`config.mk`:
```
export PLATFORM = sky130hd
export DESIGN_NAME = pc_sequencer
export DESIGN_NICKNAME = d
export VERILOG_FILES = /design/src/rtl/pc_seq_pkg.sv /design/src/rtl/ret_addr_stack.sv /design/src/rtl/pc_sequencer.sv
export SDC_FILE = /design/constraint.sdc
export NUM_CORES = 1
export LEC_CHECK = 0
export ABC_CLOCK_PERIOD_IN_PS = 5500
export CAP_MARGIN = 30
export CORE_ASPECT_RATIO = 1.4
export CORE_MARGIN = 1
export CORE_UTILIZATION = 54
export CTS_BUF_LIST = sky130_fd_sc_hd__clkbuf_4 sky130_fd_sc_hd__clkbuf_8
export CTS_CLUSTER_DIAMETER = 60
export DETAILED_ROUTE_END_ITERATION = 8
export PLACE_DENSITY = 0.73
export REMOVE_ABC_BUFFERS = 1
export SLEW_MARGIN = 20
export SYNTH_ARGS = -nofsm -noshare
export SYNTH_HDL_FRONTEND = slang
export SYNTH_HIERARCHICAL = 1
export SYNTH_SLANG_ARGS = --single-unit
```
`constraint.sdc`:
```
create_clock -name Sys_Clock -period 5.5 [get_ports Sys_Clock]
set_input_delay 0.825 -clock Sys_Clock [delete_from_list [all_inputs] [get_ports Sys_Clock]]
set_output_delay 0.825 -clock Sys_Clock [all_outputs]
set_load 0.02 [all_outputs]
```
`src/rtl/pc_seq_pkg.sv`:
```
// pc_seq_pkg: shared types, constants and helpers for the Reaper next-PC sequencer.
//   Contents: sequencer state enum, next-PC source enum, clog2 helper, default widths.
package pc_seq_pkg;
   localparam int PC_W_DEF        = 13;
   localparam int STACK_DEPTH_DEF = 16;
   typedef enum logic [1:0] {ST_RUN, ST_HALTED, ST_FAULT} seq_state_t;
   typedef enum logic [2:0] {SRC_SEQ, SRC_REG, SRC_IMM, SRC_CALL, SRC_RET} pc_src_t;
   function automatic int clog2(input int v);
      int r = 0;
      while ((1 << r) < v) r++;
      return r;
   endfunction
endpackage

```
`src/rtl/ret_addr_stack.sv`:
```
// ret_addr_stack: return-address LIFO with push, pop and same-cycle swap (replace top).
//   Ports: clk, rst_n (async active-low), push, pop, din -> top, count, full, empty.
//   PC_SEQ_CIRCULAR_STACK_EN: a push on a full stack overwrites the oldest entry.
//   Without it a push on a full stack is dropped (the caller treats it as a fault).
//   Reset clears pointer and count only; entry contents are left as they are.
module ret_addr_stack
   import pc_seq_pkg::*;
#(
   parameter int PC_W  = PC_W_DEF,
   parameter int DEPTH = STACK_DEPTH_DEF,
   localparam int AW   = clog2(DEPTH),
   localparam int CW   = clog2(DEPTH + 1)
) (
   input  logic            clk,
   input  logic            rst_n,
   input  logic            push,
   input  logic            pop,
   input  logic [PC_W-1:0] din,
   output logic [PC_W-1:0] top,
   output logic [CW-1:0]   count,
   output logic            full,
   output logic            empty
);
`ifdef PC_SEQ_CIRCULAR_STACK_EN
   localparam bit CIRC = 1'b1;
`else
   localparam bit CIRC = 1'b0;
`endif
   logic [PC_W-1:0] mem [DEPTH];
   logic [AW-1:0]   sp, sp_inc, sp_dec;
   logic            do_push, do_pop, do_swap;
   // sp is the next free slot; in a full circular stack that slot holds the oldest entry
   assign sp_inc  = sp == AW'(DEPTH - 1) ? '0 : sp + 1'b1;
   assign sp_dec  = sp == '0 ? AW'(DEPTH - 1) : sp - 1'b1;
   assign top     = mem[sp_dec];
   assign full    = count == CW'(DEPTH);
   assign empty   = count == '0;
   assign do_push = push && !pop && (CIRC || !full);
   assign do_pop  = pop && !push && !empty;
   assign do_swap = push && pop && !empty;
   always_ff @(posedge clk or negedge rst_n)
      if (!rst_n) begin
         sp    <= '0;
         count <= '0;
      end else if (do_push) begin
         sp    <= sp_inc;
         count <= full ? count : count + 1'b1;
      end else if (do_pop) begin
         sp    <= sp_dec;
         count <= count - 1'b1;
      end
   always_ff @(posedge clk)
      if (do_swap) mem[sp_dec] <= din;
      else if (do_push) mem[sp] <= din;
endmodule

```
`src/rtl/pc_sequencer.sv`:
```
// pc_sequencer: Reaper next-PC sequencer with PC register, return stack and RUN/HALTED/FAULT FSM.
//   Inputs : Sys_Clock, Raw_Reset_I (async active-low), Step_En, Stall, Halt, Resume, Branch,
//            Cond_True, Jump_R, Reg_Target, Jump_I, Imm_Target, Call, Ret.
//   Outputs: PC, Halted, Fault, Err_Overflow, Err_Underflow (sticky), Stack_Count.
//   PC_SEQ_CIRCULAR_STACK_EN: stack overflow is a warning and the call completes;
//   otherwise overflow drops the call and faults.
module pc_sequencer
   import pc_seq_pkg::*;
#(
   parameter int              PC_W         = PC_W_DEF,
   parameter int              STACK_DEPTH  = STACK_DEPTH_DEF,
   parameter logic [PC_W-1:0] RESET_VECTOR = '0,
   localparam int             CW           = clog2(STACK_DEPTH + 1)
) (
   input  logic            Sys_Clock,
   input  logic            Raw_Reset_I,
   input  logic            Step_En,
   input  logic            Stall,
   input  logic            Halt,
   input  logic            Resume,
   input  logic            Branch,
   input  logic            Cond_True,
   input  logic            Jump_R,
   input  logic [PC_W-1:0] Reg_Target,
   input  logic            Jump_I,
   input  logic [PC_W-1:0] Imm_Target,
   input  logic            Call,
   input  logic            Ret,
   output logic [PC_W-1:0] PC,
   output logic            Halted,
   output logic            Fault,
   output logic            Err_Overflow,
   output logic            Err_Underflow,
   output logic [CW-1:0]   Stack_Count
);
   seq_state_t      state_q, state_d;
   pc_src_t         src;
   logic [PC_W-1:0] pc_q, pc_d, pc_inc, top;
   logic            step, act, uf, ov, ov_fault, push, pop, full, empty, err_ov_q, err_uf_q;
   // a halt step only advances the PC, so every control action below is gated by act
   assign step   = Step_En && !Stall && state_q == ST_RUN;
   assign act    = step && !Halt;
   assign pc_inc = pc_q + 1'b1;
   assign uf     = act && Ret && empty;
   assign ov     = act && Call && !Ret && full;
`ifdef PC_SEQ_CIRCULAR_STACK_EN
   assign ov_fault = 1'b0;
`else
   assign ov_fault = ov;
`endif
   // Call together with Ret drives push and pop at once, which the stack treats as a swap
   assign push = act && Call && !uf && !ov_fault;
   assign pop  = act && Ret && !uf;
   always_comb begin
      src     = Ret ? SRC_RET : Call ? SRC_CALL : Jump_I ? SRC_IMM :
                ((Branch && Cond_True) || Jump_R) ? SRC_REG : SRC_SEQ;
      pc_d    = pc_q;
      state_d = state_q;
      if (step)
         pc_d = Halt ? pc_inc : (uf || ov_fault) ? pc_q : src == SRC_RET ? top :
                (src == SRC_CALL || src == SRC_IMM) ? Imm_Target :
                src == SRC_REG ? Reg_Target : pc_inc;
      if (state_q == ST_RUN)
         state_d = (step && Halt) ? ST_HALTED : (uf || ov_fault) ? ST_FAULT : ST_RUN;
      else if (state_q == ST_HALTED)
         state_d = Resume ? ST_RUN : ST_HALTED;
   end
   always_ff @(posedge Sys_Clock or negedge Raw_Reset_I)
      if (!Raw_Reset_I) begin
         state_q  <= ST_RUN;
         pc_q     <= RESET_VECTOR;
         err_ov_q <= 1'b0;
         err_uf_q <= 1'b0;
      end else begin
         state_q  <= state_d;
         pc_q     <= pc_d;
         err_ov_q <= err_ov_q || ov;
         err_uf_q <= err_uf_q || uf;
      end
   ret_addr_stack #(.PC_W(PC_W), .DEPTH(STACK_DEPTH)) u_stack (
      .clk  (Sys_Clock),
      .rst_n(Raw_Reset_I),
      .push (push),
      .pop  (pop),
      .din  (pc_inc),
      .top  (top),
      .count(Stack_Count),
      .full (full),
      .empty(empty)
   );
   assign PC            = pc_q;
   assign Halted        = state_q == ST_HALTED;
   assign Fault         = state_q == ST_FAULT;
   assign Err_Overflow  = err_ov_q;
   assign Err_Underflow = err_uf_q;
endmodule

```
==> impl_results.md, run 1 <==
* Result of the run: finished clean
* Final ANT Viol Nets at 0
* Die Area at between 20000 and 25000 µm²
* Post-synth EDFFs at around 210
* RSZ-0062 raised after global routing: false
* CTS Sinks at between 200 and 250
* Top cell type by total area after synthesis: edfxtp_1
* Top cell type's share of synthesized area at approximately 56%
* CTS resizes at 0
* Clock slew at reported path FFs at 0.07 ns
* Root buffer cell: clkbuf_8
* # hold bufs at CTS at 0
* Via count at 7877
* Multi-input combinational cell area at a little under 4000 µm²
* Layout Area Growth over Synthesis at 15.6%
* Final setup violation count at 0
* Grt ovf at 0
* Min-delay worst type: flop to flop
* Row Count at 61
* Crit path max fanout at 25
* Core ar. at between 15000 and 20000 µm²
* GP Congestion at slightly above 0.9
* WS Path Type: flop to flop
* Layout Cells excl Fill at ~1200
* Dpl cells at between 1000 and 1500
* Clock Tree Buf Depth at 3
* H-tree levels at 2
* Number of global-route vias before repair at between 7000 and 8000
* Most frequent cells in the layout: 208 x edfxtp_1, 59 x a21oi_1, 59 x clkdlybuf4s50_1
* Largest cells by area after synthesis: edfxtp_1 56%, dfrtp_1 5.9%, a21oi_1 2.7%
* Async SR Flop Fraction at ~11%
* Synth Area in Compound Gates at approximately 16%
* GRT Util Overall at 28.8%
* Layout cell share with drive strength beyond 1 at between 15 and 20%
* Hold Vio Cnt, Final at 0
* Routed length per instance at approximately 24 µm
* Simple-gate share of the synthesized area at 11.8%
* DR vias/cell at roughly 6.4
* R2R setup slack at 1.35 ns
* Port bufs at between 50 and 60
* Final HPWL from detailed placement at slightly below 20000 µm
* CP arrival at roughly 4.6 ns
* Pins Over Slew Limit at 0
* Worst skew pair latency at around 0.53 ns
* Launching element type of the critical path: flop
* Buffers and inverters on the worst path at 2
* Min cycle time layout at between 4 and 5 ns
* Clock skew at approximately 0.014 ns
* Synthesized area at between 10000 and 15000 µm²
* Largest family of logic cells by synthesized area: compound AO/OA/AOI/OAI gates
* Slew HR at around a third
* WL final at about 30000 µm
* Most common cell after layout, fill and taps aside: edfxtp_1
* Register Area at a little under 7000 µm²
* Antenna diode count at 0
* Final period util at between 70 and 80%
* Distinct cells, synth at 89
* Critical Path RT at just under 6 ns
* PwrDens at between 500 and 600 nW/µm²
* TritonCTS Buffers at 36
* Xor/xnor share of the synthesized area at between 1 and 1.5%
* CTS tree: built
* Peak supply drop at around 0.22 mV
* Max Fclk at ~0.24 GHz
* First-pass DRT Iterations at 5
* Post-CTS setup buffers at 0
* Post-synthesis area per instance at ~13 µm²
* Nets@finish at between 900 and 1000
* Critical path's slowest cell: ha_2
* Die height at around 170 µm
* Ys flop type: edfxtp_1
* Initial DRC Count at between 600 and 700
* Mux cell area share after synthesis at about 4.8%
* First-pass GRT wire length at 44200 µm
* CP Cell Sequence: inv_1, ha_2, clkinv_1, nand2_1, a211oi_1, nor3_1, a22o_1, a21oi_1, o311ai_1, o221a_1
* Syn. warnings at 6
* Crit. End Element: flop
* Setup_tns at 0 ns
* Largest net degree at the start of global routing at 55
* Residual DRC count at 0
* Post-Syn Instances at 875
* Fillcell total at between 1500 and 2000
* #FFs+latches synth at 234
* Die Wd at between 100 and 150 µm
* Initial Util at between 50 and 60%
* Initial antenna violation count at 0
* Maxcap violations at 0
* Max incr delay on CP at ~0.69 ns
* CP top delay family: simple AND/OR/NAND/NOR gates
* Leak pwr at around 0.0044 µW
* Adder-Cell Fraction of Synth Area at less than 1%
* I/O pin cnt at 60
* Worst-Margin Slew at 1.01 ns
* Register area share after synthesis at 62.3%
[registers in the layout (all words and copies together), names as in the netlist]
signal and count:
Err_Overflow 1, Err_Underflow 1, PC 13, state_q 2, u_stack/count 5, u_stack/mem 208, u_stack/sp 4
[per-layer routing]
layer  vias up  wire length (µm)  GRT usage (%)
met5         -                 0              0
met4         0              1340           17.1
met3        78              2400           5.24
met2       435             15200           50.0
met1      3817             10700           33.0
li1       3547                 -              -
[synthesized netlist by cell type (6+ instances only)]
cell      count
a211oi_1     20
a21o_1        7
a21oi_1      59
a22o_1       10
a31oi_1      39
and3_1       13
buf_2        18
clkbuf_1     32
dfrtp_1      26
edfxtp_1    208
ha_1          6
inv_1        19
mux2_2       16
mux2i_1      26
nand2_1      42
nand2b_1      8
nand3_1      43
nor2_1       43
nor2b_1      11
nor3_1       24
o211ai_1     18
o21a_1        7
o21ai_0      18
o21ai_1       8
o31ai_1       7
or2_2        19
xnor2_1      11
xor2_1        6
[cells by family after synthesis]
logic type | after synthesis
AOI/OAI and AO/OA | 248
buffers and inverters | 81
muxes | 46
and+or+nand+nor | 242
xor gates and xnor gates | 17
adders and majority gates | 7
DFF | 234
[worst reg2reg max path, stage by stage (launching register included)]
cell and delay, ns:
dfrtp_1 0.53, inv_1 0.15, ha_2 0.69, clkinv_1 0.70
nand2_1 0.57, a211oi_1 0.09, nor3_1 0.61, a22o_1 0.33
a21oi_1 0.10, o311ai_1 0.10, o221a_1 0.22
[layout make-up]
class,instances,area share (%)
flip-flops and latches,234,54.0
multi-input cells,560,30.4
repair buffers,91,6.67
clock buffers,41,4.22
well taps,252,2.47
clock inverters,21,1.59
inverters,23,0.675
[metrics by stage]
step	hold WS (ns)	power (µW)	util (%)	instance area, µm²	worst slack [ns]
3_3_place_gp	0.465	5870	59.8	12000	0.884
3_5_place_dp	0.457	5910	60.0	12000	1.08
6_report	0.465	7470	63.9	12800	1.35
4_1_cts	0.469	7420	63.7	12700	1.42
5_1_grt	0.486	7810	63.9	12800	1.22
2_1_floorplan	0.529	4540	-	10800	0.227
[final timing paths]
path / start / endpoint / depth (start not counted)
hold / removal: Err_Overflow / Err_Overflow / 1
hold reg to reg: Err_Overflow / Err_Overflow / 1
setup reg to reg: u_stack/sp[1] / PC[12] / 10
max in group asynchronous: Raw_Reset_I / PC[4] / 2
min in group asynchronous: Raw_Reset_I / u_stack/sp[3] / 2
setup / recovery: u_stack/sp[1] / PC[12] / 10
[power breakdown]
part           leakage [µW]  switching, µW  internal (µW)  total [µW]
registers           0.00219            184           2320        2510
clock network      0.000377            659            844        1500
logic               0.00186           2260           1210        3460
total               0.00443           3100           4370        7470
(Power assumes the default switching activity.)
==> run 2: changes to the inputs <==
--- a/config.mk
+++ b/config.mk
@@ -5,7 +5,7 @@
 export SDC_FILE = /design/constraint.sdc
 export NUM_CORES = 1
 export LEC_CHECK = 0
-export ABC_CLOCK_PERIOD_IN_PS = 5500
+export ABC_CLOCK_PERIOD_IN_PS = 4300
 export CAP_MARGIN = 30
 export CORE_ASPECT_RATIO = 1.4
 export CORE_MARGIN = 1
==> constraint.sdc (replaced) <==
create_clock -name Sys_Clock -period 4.3 [get_ports Sys_Clock]
set_input_delay 0.645 -clock Sys_Clock [delete_from_list [all_inputs] [get_ports Sys_Clock]]
set_output_delay 0.645 -clock Sys_Clock [all_outputs]
set_load 0.02 [all_outputs]
==> impl_results.md, run 2 (synthesized netlist as in run 1, its figures left out) <==
* Most common cell after layout, fill and taps aside: edfxtp_1 (unchanged)
* Metal-1 WL at 11200 µm (was 10700 µm)
* Hold path depth at 1 (unchanged)
* Peak supply drop at 0.327 mV (was 0.224 mV)
* Leak pwr at 0.00450 µW (was 0.00443 µW)
* First-pass GRT wire length at 45000 µm (was 44200 µm)
* Initial antenna violation count at 0 (unchanged)
* First-pass DRT Iterations at 5 (unchanged)
* Most flops, register: u_stack/mem (unchanged)
* DR vias/cell at 6.38 (was 6.45)
* # hold bufs at CTS at 0 (unchanged)
* Dpl cells at 1169 (was 1156)
* Layout cell share with drive strength beyond 1 at 18.1% (was 16.8%)
* Fin util at 64.3% (was 63.9%)
* Final ANT Viol Nets at 0 (unchanged)
* RR Endpoint: u_stack/mem[14][12] (was PC[12])
* CP Cell Sequence: or4_4, nor2_1, nand2_1, and4_1, and2_1, nor2b_1, o21ai_4, inv_2, nor2_2, mux2i_1, nor2_1, buf_4 (was inv_1, ha_2, clkinv_1, nand2_1, a211oi_1, nor3_1, a22o_1, a21oi_1, o311ai_1, o221a_1)
* CTS tree: built (unchanged)
* CTS Sinks at 234 (unchanged)
* Maxcap violations at 0 (unchanged)
* Row Count at 61 (unchanged)
* DR WL met2 at 15100 µm (was 15200 µm)
* Post-CTS setup buffers at 0 (unchanged)
* WS Path Type: flop to flop (unchanged)
* Layout Cells excl Fill at 1234 (was 1222)
* Result of the run: finished clean (unchanged)
* Final period util at 86.4% (was 75.5%)
* RSZ-0062 raised after global routing: false (unchanged)
* Min cycle time layout at 3.71 ns (was 4.15 ns)
* Crit. End Element: flop (unchanged)
* R2R setup slack at 0.59 ns (was 1.35 ns)
* Critical Path RT at 4.58 ns (was 5.96 ns)
* Beginning of the worst hold path: Err_Overflow (unchanged)
* Initial Util at 55.3% (unchanged)
* Die Area at 21100 µm² (unchanged)
* Die Wd at 123 µm (unchanged)
* Via count at 7869 (was 7877)
* Placed Instance Area at 12100 µm² (was 12000 µm²)
* Launching element type of the critical path: flop (unchanged)
* Most frequent cells in the layout: 208 x edfxtp_1, 59 x a21oi_1, 59 x clkdlybuf4s50_1 (unchanged)
* GRT Util Overall at 29.8% (was 28.8%)
* I/O pin cnt at 60 (unchanged)
* Hold Vio Cnt, Final at 0 (unchanged)
* TritonCTS Buffers at 35 (was 36)
* CP dominant cell by count: nor2_1
* CTS resizes at 0 (unchanged)
* Worst R2R Start: u_stack/count[0] (was u_stack/sp[1])
* Max FFs per register at 208 (unchanged)
* Worst-Margin Slew at 1.01 ns (about the same)
* CP arrival at 4.00 ns (was 4.61 ns)
* Number of global-route vias before repair at 7588 (was 7752)
* Clock skew at 0.0226 ns (was 0.0140 ns)
* Clock slew at reported path FFs at 0.06 ns (was 0.07 ns)
* Initial DRC Count at 784 (was 697)
* WL final at 30600 µm (was 29600 µm)
* Hold Path Sink: Err_Overflow (unchanged)
* Pins Over Slew Limit at 0 (unchanged)
* Clock Tree Buf Depth at 3 (unchanged)
* Crit path max fanout at 13 (was 25)
* Finished Cell Area at 12900 µm² (was 12800 µm²)
* Antenna diode count at 0 (unchanged)
* Port bufs at 59 (unchanged)
* R2r worst-path depth at 12 (was 10)
* Layout Area Growth over Synthesis at 16.2% (was 15.6%)
* Grt ovf at 0 (unchanged)
* Nets@finish at 1001 (was 991)
* Max Fclk at 0.269 GHz (was 0.241 GHz)
* GP Congestion at 0.963 (was 0.932)
* Max incr delay on CP at 0.60 ns (was 0.69 ns)
* Critical path's slowest cell: or4_4 (was ha_2)
* Core ar. at 20000 µm² (unchanged)
* Final Total Pwr at 9620 µW (was 7470 µW)
* Root buffer cell: clkbuf_8 (unchanged)
* Met3 Wirelength at 2580 µm (was 2400 µm)
* Final setup violation count at 0 (unchanged)
* Largest net degree at the start of global routing at 55 (unchanged)
* Residual DRC count at 0 (unchanged)
* H-tree levels at 2 (unchanged)
* PwrDens at 748 nW/µm² (was 585 nW/µm²)
* Worst skew pair latency at 0.54 ns (was 0.53 ns)
* Final HPWL from detailed placement at 20800 µm (was 19900 µm)
* Highest routed layer: met4 (unchanged)
* Routed length per instance at 24.8 µm (was 24.2 µm)
* Min-delay worst type: flop to flop (unchanged)
* Die height at 171 µm (unchanged)
* Slew HR at 32.1% (about the same)
==> run 2: cell count changes in the layout (fill, tap and decap cells not counted), sizes merged <==
cell	previous run	this run
buf	32	43
clkbuf	41	52
bufinv	4	0
clkinv	15	11
clkinvlp	3	0
inv	22	23
==> run 2: routing by layer <==
metal / GRT usage, % / vias up
met5: 0 / -
met1: 35.5 / 3782
met4: 18.6 / 0
met2: 50.0 / 428
li1: - / 3563
met3: 5.07 / 96
==> run 2: worst max-delay path by stage <==
stage	start	end	slack [ns]
global placement	Stall	u_stack/mem[15][8]	0.51
global route	u_stack/sp[1]	u_stack/mem[7][8]	0.41
CTS	u_stack/count[0]	u_stack/mem[14][12]	0.65
floorplan	u_stack/sp[0]	PC[5]	-0.97
detailed placement	Stall	u_stack/mem[15][6]	0.44
finish	u_stack/count[0]	u_stack/mem[14][12]	0.59
==> run 2: per-stage QoR <==
| stage | hold WS (ns) | TNS (ns) | worst slack [ns] |
|---|---|---|---|
| 5_1_grt | 0.499 | 0 | 0.409 |
| 3_5_place_dp | 0.466 | 0 | 0.441 |
| 3_3_place_gp | 0.459 | 0 | 0.508 |
| 2_1_floorplan | 0.349 | -96.98 | -0.973 |
| 6_report | 0.479 | 0 | 0.586 |
| 4_1_cts | 0.480 | 0 | 0.651 |
==> run 2: final cells by class <==
type,count,area (µm²)
Multi-Input combinational cell,560,3890
Tap cell,252,315
Inverter,23,86.3
Fill cell,1496,7140
Clock buffer,52,641
Clock inverter,11,66.3
Timing Repair Buffer,102,956
Sequential cell,234,6900
==> run 2: critical path, delay by kind of cell (launching register included) <==
kind            cells  cell delay (ns)
compound gates      1             0.15
buf+inv             2             0.45
flops               1             0.44
simple gates        8             1.93
mux                 1             0.49
==> run 2: power by group <==
group / internal, µW / switching, µW / total, µW / leakage (µW)
Sequential: 2970 / 223 / 3190 / 0.00219
Clock: 965 / 840 / 1800 / 0.000379
Combinational: 1620 / 3000 / 4620 / 0.00193
Total: 5550 / 4060 / 9620 / 0.00450
==> run 3: changes to the inputs <==
--- a/config.mk
+++ b/config.mk
@@ -5,15 +5,15 @@
 export SDC_FILE = /design/constraint.sdc
 export NUM_CORES = 1
 export LEC_CHECK = 0
-export ABC_CLOCK_PERIOD_IN_PS = 4300
+export ABC_CLOCK_PERIOD_IN_PS = 4070
 export CAP_MARGIN = 30
 export CORE_ASPECT_RATIO = 1.4
 export CORE_MARGIN = 1
-export CORE_UTILIZATION = 54
+export CORE_UTILIZATION = 25
 export CTS_BUF_LIST = sky130_fd_sc_hd__clkbuf_4 sky130_fd_sc_hd__clkbuf_8
 export CTS_CLUSTER_DIAMETER = 60
 export DETAILED_ROUTE_END_ITERATION = 8
-export PLACE_DENSITY = 0.73
+export PLACE_DENSITY = 0.4
 export REMOVE_ABC_BUFFERS = 1
 export SLEW_MARGIN = 20
 export SYNTH_ARGS = -nofsm -noshare
==> constraint.sdc (replaced) <==
create_clock -name Sys_Clock -period 4.07 [get_ports Sys_Clock]
set_input_delay 0.6105 -clock Sys_Clock [delete_from_list [all_inputs] [get_ports Sys_Clock]]
set_output_delay 0.6105 -clock Sys_Clock [all_outputs]
set_load 0.02 [all_outputs]
==> impl_results.md, run 3 (synthesized netlist as in run 1, its figures left out) <==
* CP arrival at 3.91 ns (was 4.00 ns)
* Residual DRC count at 11 (was 0)
* Layout Area Growth over Synthesis at 20.8% (was 16.2%)
* Final setup violation count at 0 (unchanged)
* Clock Tree Buf Depth at 3 (unchanged)
* Layout cell share with drive strength beyond 1 at 18.6% (was 18.1%)
* GRT Util Overall at 16.4% (was 29.8%)
* Final period util at 88.3% (was 86.4%)
* Most flops, register: u_stack/mem (unchanged)
* Initial Util at 25.5% (was 55.3%)
* Crit path max fanout at 11 (was 13)
* Root buffer cell: clkbuf_8 (unchanged)
* Initial DRC Count at 488 (was 784)
* Register Area at 6900 µm² (unchanged)
* Crit. End Element: flop (unchanged)
* R2r worst-path depth at 12 (unchanged)
* Final HPWL from detailed placement at 25700 µm (was 20800 µm)
* Launching element type of the critical path: flop (unchanged)
* Worst skew pair latency at 0.57 ns (was 0.54 ns)
* Hold Slack at 0.453 ns (was 0.479 ns)
* PwrDens at 799 nW/µm² (was 748 nW/µm²)
* Clock slew at reported path FFs at 0.06 ns (about the same)
* Layout Cells excl Fill at 1554 (was 1234)
* Initial antenna violation count at 1 (was 0)
* RSZ-0062 raised after global routing: false (unchanged)
* Via count at 7697 (was 7869)
* Row Count at 90 (was 61)
* Pins Over Slew Limit at 0 (unchanged)
* Maxcap violations at 0 (unchanged)
* DR vias/cell at 4.95 (was 6.38)
* Hold Vio Cnt, Final at 0 (unchanged)
* Failing checks: DRC
* WS Path Type: flop to flop (unchanged)
* Slew HR at 35.8% (was 32.1%)
* Min-delay worst type: input pin to async pin (was flop to flop)
* I/O pin cnt at 60 (unchanged)
* Critical Path RT at 4.39 ns (was 4.58 ns)
* Die height at 251 µm (was 171 µm)
* Clock skew at 0.0294 ns (was 0.0226 ns)
* Multi-input combinational cell area at 3870 µm² (was 3890 µm²)
* CTS resizes at 0 (unchanged)
* First-pass DRT Iterations at 6 (was 5)
* Most frequent cells in the layout: 208 x edfxtp_1, 59 x a21oi_1, 59 x clkdlybuf4s50_1 (unchanged)
* Final ANT Viol Nets at 0 (unchanged)
* Number of global-route vias before repair at 8050 (was 7588)
* Crit. Startpoint: u_stack/count[0] (unchanged)
* H-tree levels at 2 (unchanged)
* CTS tree: built (unchanged)
* Post-CTS setup buffers at 0 (unchanged)
* # hold bufs at CTS at 0 (unchanged)
* R2R setup slack at 0.48 ns (was 0.59 ns)
* TritonCTS Buffers at 39 (was 35)
* Grt ovf at 0 (unchanged)
* First-pass GRT wire length at 54700 µm (was 45000 µm)
* Nets@finish at 1019 (was 1001)
* Fillcell total at 4367 (was 1496)
* Largest net degree at the start of global routing at 55 (unchanged)
* Result of the run: complete, but fails checks (was finished clean)
* Peak supply drop at 0.318 mV (was 0.327 mV)
* Core ar. at 43400 µm² (was 20000 µm²)
* Leak pwr at 0.00456 µW (was 0.00450 µW)
* Max FFs per register at 208 (unchanged)
* Most common cell after layout, fill and taps aside: edfxtp_1 (unchanged)
* CTS Sinks at 234 (unchanged)
* Worst Setup EP: u_stack/mem[15][12] (was u_stack/mem[14][12])
* Worst-Margin Slew at 0.963 ns (was 1.01 ns)
* Dpl cells at 1484 (was 1169)
* Routed length per instance at 23.5 µm (was 24.8 µm)
* Die Area at 45100 µm² (was 21100 µm²)
* Worst R2R Start: u_stack/count[0] (unchanged)
* Die Wd at 180 µm (was 123 µm)
* WL final at 36500 µm (was 30600 µm)
* Min cycle time layout at 3.59 ns (was 3.71 ns)
* GP Congestion at 0.843 (was 0.963)
* Port bufs at 59 (unchanged)
* RR Endpoint: u_stack/mem[15][12] (was u_stack/mem[14][12])
* Max Fclk at 0.278 GHz (was 0.269 GHz)
==> run 3: changes by cell type in the layout (fill, tap and decap cells not counted), sizes merged <==
| cell | previous run | this run |
|---|---|---|
| clkinv | 11 | 15 |
| diode | 0 | 1 |
| bufinv | 0 | 2 |
| inv | 23 | 24 |
| buf | 43 | 57 |
| clkbuf | 52 | 50 |
==> run 3: per-stage QoR <==
| step | setup WS, ns | area, µm² | utilization, % | power [µW] | TNS [ns] |
|---|---|---|---|---|---|
| CTS | 0.504 | 13400 | 30.8 | 10800 | 0 |
| detailed placement | 0.218 | 12600 | 29.0 | 8680 | 0 |
| floorplan | -1.20 | 10800 | - | 6130 | -147.77 |
| global route | 0.254 | 13400 | 30.8 | 11300 | 0 |
| global placement | 0.232 | 12600 | 29.0 | 8680 | 0 |
| finish | 0.475 | 13400 | 30.8 | 10700 | 0 |
==> run 3: area by class of cell <==
class                           instances  area share [%]
Sequential cell                       234            51.6
Timing Repair Buffer                  116            7.86
Clock buffer                           50            4.68
Multi-Input combinational cell        560            28.9
Inverter                               23           0.646
Clock inverter                         18            1.06
Antenna cell                            1          0.0187
Tap cell                              552            5.17
==> run 3: routing by layer <==
layer  GRT usage [%]  share of wire (%)  up-vias
li1                -                  -     3601
met1            19.0                 41     3817
met2            29.7                 51      211
met3            2.38                3.9       68
met4            7.83                4.1        0
met5               0                  0        -
==> run 3: worst max-delay path, stage by stage, from the launching register on <==
cell and delay [ns]:
dfrtp_1 0.45, or4_4 0.60, nor2_1 0.16, nand3b_1 0.19, and4_1 0.25, and2_1 0.18
nor2b_1 0.16, o21ai_4 0.16, inv_2 0.23, nor2_2 0.21, mux2i_1 0.43, nor2_1 0.11
buf_4 0.21
==> run 3: worst min-delay path by stage <==
stage                 start                to  depth (start not counted)
3_3_place_gp   Err_Overflow      Err_Overflow                          1
4_1_cts         Raw_Reset_I            PC[10]                          2
2_1_floorplan   Raw_Reset_I      Err_Overflow                          0
5_1_grt         Raw_Reset_I            PC[10]                          2
3_5_place_dp   Err_Overflow      Err_Overflow                          1
6_report        Raw_Reset_I  u_stack/count[0]                          2
==> run 3: report_power, final <==
part | internal, µW | switching (µW)
sequential | 3140 | 240
combinational | 1810 | 3380
clock | 1140 | 971
total | 6090 | 4590
